==> src/rtl/inst_buffer.sv <==
// inst_buffer: 2-in/2-out fetch-to-issue FIFO (DEPTH x PAYLOAD_W, flush, stall-aware pop); optional INST_BUF_BYPASS_EN gives 0-cycle empty bypass
module inst_buffer #(
  parameter int DEPTH     = 8,
  parameter int PAYLOAD_W = 64
) (
  input  logic                     clk,
  input  logic                     rst_n,
  input  logic                     flush_i,
  input  logic [2*PAYLOAD_W-1:0]   in_data_i,
  input  logic [1:0]               in_valid_i,
  output logic                     in_ready_o,
  output logic [2*PAYLOAD_W-1:0]   out_data_o,
  output logic [1:0]               out_valid_o,
  input  logic [1:0]               issue_num_i,
  input  logic                     stall_i,
  output logic [$clog2(DEPTH):0]   count_o
);
  localparam int AW = $clog2(DEPTH);
  logic [PAYLOAD_W-1:0] mem [DEPTH];
  logic [AW-1:0] rd_ptr, wr_ptr;
  logic [AW:0] count;
  logic [PAYLOAD_W-1:0] lo, hi, c0, w0;
  logic [1:0] in_cnt, push_n, pop_n, vcnt, avail, skip, wr_n;
  logic push, byp;
  assign count_o = count;
  always_comb begin
    lo = in_data_i[PAYLOAD_W-1:0];
    hi = in_data_i[PAYLOAD_W +: PAYLOAD_W];
    c0 = in_valid_i[0] ? lo : hi;
    in_ready_o = count <= (AW+1)'(DEPTH-2);
    push = in_ready_o && |in_valid_i;
    in_cnt = {1'b0, in_valid_i[0]} + {1'b0, in_valid_i[1]};
    push_n = push ? in_cnt : 2'd0;
    avail = count >= (AW+1)'(2) ? 2'd2 : count[1:0];
`ifdef INST_BUF_BYPASS_EN
    byp = count == '0 && !flush_i;
`else
    byp = 1'b0;
`endif
    vcnt = byp ? push_n : avail;
    out_data_o = byp ? {hi, c0} : {mem[rd_ptr + AW'(1)], mem[rd_ptr]};
    out_valid_o = {vcnt[1], |vcnt};
    pop_n = stall_i ? 2'd0 : (issue_num_i > vcnt ? vcnt : issue_num_i);
    skip = byp ? pop_n : 2'd0;
    wr_n = push_n - skip;
    w0 = skip == 2'd0 ? c0 : hi;
  end
  always_ff @(posedge clk or negedge rst_n) begin
    if (!rst_n) begin
      rd_ptr <= '0;
      wr_ptr <= '0;
      count  <= '0;
    end else if (flush_i) begin
      rd_ptr <= '0;
      wr_ptr <= '0;
      count  <= '0;
    end else begin
      rd_ptr <= rd_ptr + AW'(byp ? 2'd0 : pop_n);
      wr_ptr <= wr_ptr + AW'(wr_n);
      count  <= count + (AW+1)'(push_n) - (AW+1)'(pop_n);
    end
  end
  always_ff @(posedge clk) begin
    if (!flush_i && wr_n != 2'd0) mem[wr_ptr] <= w0;
    if (!flush_i && wr_n == 2'd2) mem[wr_ptr + AW'(1)] <= hi;
  end
  issue_legal: assert property (@(posedge clk) disable iff (!rst_n) issue_num_i <= vcnt);
endmodule

==> config.mk <==
export PLATFORM = sky130hd
export DESIGN_NAME = inst_buffer
export DESIGN_NICKNAME = d
export VERILOG_FILES = /design/src/rtl/inst_buffer.sv
export SDC_FILE = /design/constraint.sdc
export NUM_CORES = 1
export LEC_CHECK = 0
export ABC_AREA = 0
export BUFFER_PORTS_ARGS = -buffer_cell sky130_fd_sc_hd__buf_2
export CORE_ASPECT_RATIO = 0.6
export CORE_MARGIN = 1
export CORE_UTILIZATION = 61
export CTS_CLUSTER_DIAMETER = 50
export DETAILED_ROUTE_END_ITERATION = 6
export PLACE_DENSITY = 0.81
export SYNTH_ARGS = -nofsm -noshare
export SYNTH_HDL_FRONTEND = slang
export SYNTH_SLANG_ARGS = --single-unit
==> constraint.sdc <==
create_clock -name clk -period 6.65 [get_ports clk]
set_input_delay 1.6625 -clock clk [delete_from_list [all_inputs] [get_ports clk]]
set_output_delay 1.6625 -clock clk [all_outputs]
set_load 0.01 [all_outputs]
==> results.toml <==
[timing]
setup_viol = 0
finClkSkew_ns = 0.01602
tightest_slew_ns = 1.266
worst_slack_ns = 1.084
slew_viol_final = 0
final-hold-violation-count = 0
timing.fmax_mhz = 179.7
min_period_ns = 5.566
final.setup.tns_ns = 0
rsz0062_at_grt = "no"
relSlewSlack_pct = 15.61
fin_crit_sh_pct = 83.70

[setup_path]
crit_type = "reg2out"
crit_arrival_ns = 3.90
r2r_slack_ns = 2.51
endpoint_kind = "output port"
rr_worst_depth = 7
critPathMaxFanout = 48
slowest_stage = "dfrtp_4"
cp_data_required_time_ns = 4.99
worstSetupStartpointType = "register"
cpMostUsedCell = "buf_4"
cp_cell_sequence = "buf_4 > buf_4 > mux4_2 > mux2_2 > buf_2"
r2r-start = "count_o[3]$_DFF_PN0_"
r2r_end = "mem[6][56]$_DFFE_PP_"
max_stage_delay_ns = 0.85

[layout]
fin_cells = 2671
fill_cells = 3209
final_layout_size_suffix_gt1_share_pct = 67.15
final_nets = 2094
area_growth_pct = 11.86
postLayoutCoreUtil_pct = 69.80

[clocking]
cts_tree = "yes"
post_cts_buffers = 0
cts-htree-levels = 2
postCtsResizedCells = 0
root_buffer = "clkbuf_16"
cts_num_sinks = 522
clk_path_buf_depth = 3
clk_latency_ns = 0.58
clk_pin_slew_ns = 0.07
hold_buffers = 0
cts_made_buffers = 50

[synthesis]
yosysWarningCount = 0
synth-main-ff-cell = "edfxtp_1"
yosysSeqAreaShare_pct = 50.19
synthTopCellsByCount = "mux2_2, edfxtp_1, mux4_2, mux2_4, buf_2"
netlist_top_cells_area = "edfxtp_1, mux2_2, mux4_2"
synth_area_sq_um = 31130
yosysTopAreaCell = "edfxtp_1"
synth_edf_count = 512
netlist.area_leader.share_pct = 49.39
synth_most_common_cell = "mux2_2"
synth_seq_cells = 522
syn-instance-count = 1719
syn_area_per_cell_sq_um = 18.11
synth_async_sr_flop_share_pct = 1.916
syn_nets = 1872
ys_types = 33

[floorplanning]
start_util_pct = 62.39
die_y_um = 177.0
rows = 63
ioPinCount = 271
dieArea_sq_um = 51970
die_x_um = 293.7
core_area_sq_um = 49900

[route]
vias_per_cell = 6.817
num_vias = 18210
drc = 0
first_iter_violations = 1734
drtAntennaViolNets = 0
avgRoutedWirePerCell_um = 30.03
drt_pre_antenna_iters = 5
drt-total-wl_um = 80200

[global_route]
grt_use_total_pct = 30.97
antenna_found_initial = 6
use_met2_pct = 50.20
first_global_vias = 18930
grt_max_degree = 140
use_met3_pct = 4.721
grt_util_met1_pct = 43.46
overflow = 0
grt_pass1_wl_um = 118900
grt.busiest_layer = "met2"

[placement]
dp_slack_ns = 1.233
gp_congestion = 0.8064
port_buffers = 270
dp_hpwl_um = 45820
dp.cells = 2571

[worst_hold_path]
hold_path_depth = 2
hp-class = "reg2reg"
hold_start = "wr_ptr[2]$_DFF_PN0_"
hold-path-endpoint = "wr_ptr[2]$_DFF_PN0_"

[status]
status = "complete, no violations"

[power]
total_power_uw = 10810
vdd_drop_max_v = 0.0002343
cellPowerDensity_nw_per_um2 = 310.5
p_leak_uw = 0.01194

[job]
max_cap_violations = 0
-- flip-flops by register name, summed over array words and instances, names as in the netlist --
register	cells
rd_ptr	3
count_o	4
wr_ptr	3
mem	512
-- how the worst max path moves through the flow --
stage | slack [ns] | from | cells past startpoint | to
5_1_grt | 0.89 | rd_ptr[0]$_DFF_PN0_ | 5 | out_data_o[4]
3_3_place_gp | 1.30 | in_valid_i[0] | 8 | mem[1][56]$_DFFE_PP_
6_report | 1.08 | rd_ptr[0]$_DFF_PN0_ | 5 | out_data_o[4]
3_5_place_dp | 1.23 | in_valid_i[0] | 8 | mem[5][50]$_DFFE_PP_
4_1_cts | 1.04 | rd_ptr[0]$_DFF_PN0_ | 5 | out_data_o[18]
2_1_floorplan | 0.55 | in_valid_i[0] | 10 | mem[1][0]$_DFFE_PP_
-- placed cells by master (no fill, tap or decap), types with 11 or more instances in the layout --
cell type and count:
mux2_1 29, edfxtp_1 512, mux2_2 577, buf_4 32, clkbuf_1 11, clkinv_1 11
mux4_2 256, clkbuf_16 51, buf_2 269, mux2_4 98, ha_1 12, inv_1 16
-- worst max-delay path, delay by kind of cell (launching register included) --
kind | cells | cell delay (ns)
mux | 2 | 0.90
flops | 1 | 0.85
buf+inv | 3 | 1.52
-- per-stage QoR --
stage	hold WS [ns]	cell area, sq um
3_5_place_dp	0.7108	33140
3_3_place_gp	0.6966	33140
6_report	0.7477	34830
2_1_floorplan	0.6121	31160
5_1_grt	0.8098	34820
4_1_cts	0.7437	34810
-- power breakdown --
part           switching [uW]  internal, uW  total [uW]
logic                    1850          2070        3920
clock network            1270          1710        2980
registers                 118          3800        3920
total                    3230          7580       10800
-- cell type report --
| cell class | instances | area [sq um] | share of cell area, % |
|---|---|---|---|
| flip-flops and latches | 522 | 15640 | 44.90 |
| multi-input cells | 1046 | 14920 | 42.85 |
| repair buffers | 305 | 1667 | 4.786 |
| clock buffers | 65 | 1359 | 3.902 |
| well taps | 682 | 853.3 | 2.450 |
| clock inverters | 28 | 310.3 | 0.8910 |
| inverters | 16 | 60.06 | 0.1725 |
| diodes | 7 | 17.52 | 0.05030 |
-- metal layers --
layer,share of wire [%],vias up
li1,-,7607
met5,0,-
met1,40,9498
met3,8.5,141
met4,3.0,0
met2,48,961
-- kinds of logic after synthesis --
logic type               Yosys count  share of synthesized area, %
AO/OA/AOI/OAI                     15                        0.2773
XOR/XNOR                           7                        0.1969
adder cells (fa/ha/maj)           17                        0.7797
buffers and inverters            151                         2.588
flip-flops                       522                         50.19
multiplexers                     960                         45.17
AND/OR/NAND/NOR                   47                        0.8038
Power figures use the tool's default switching activity.
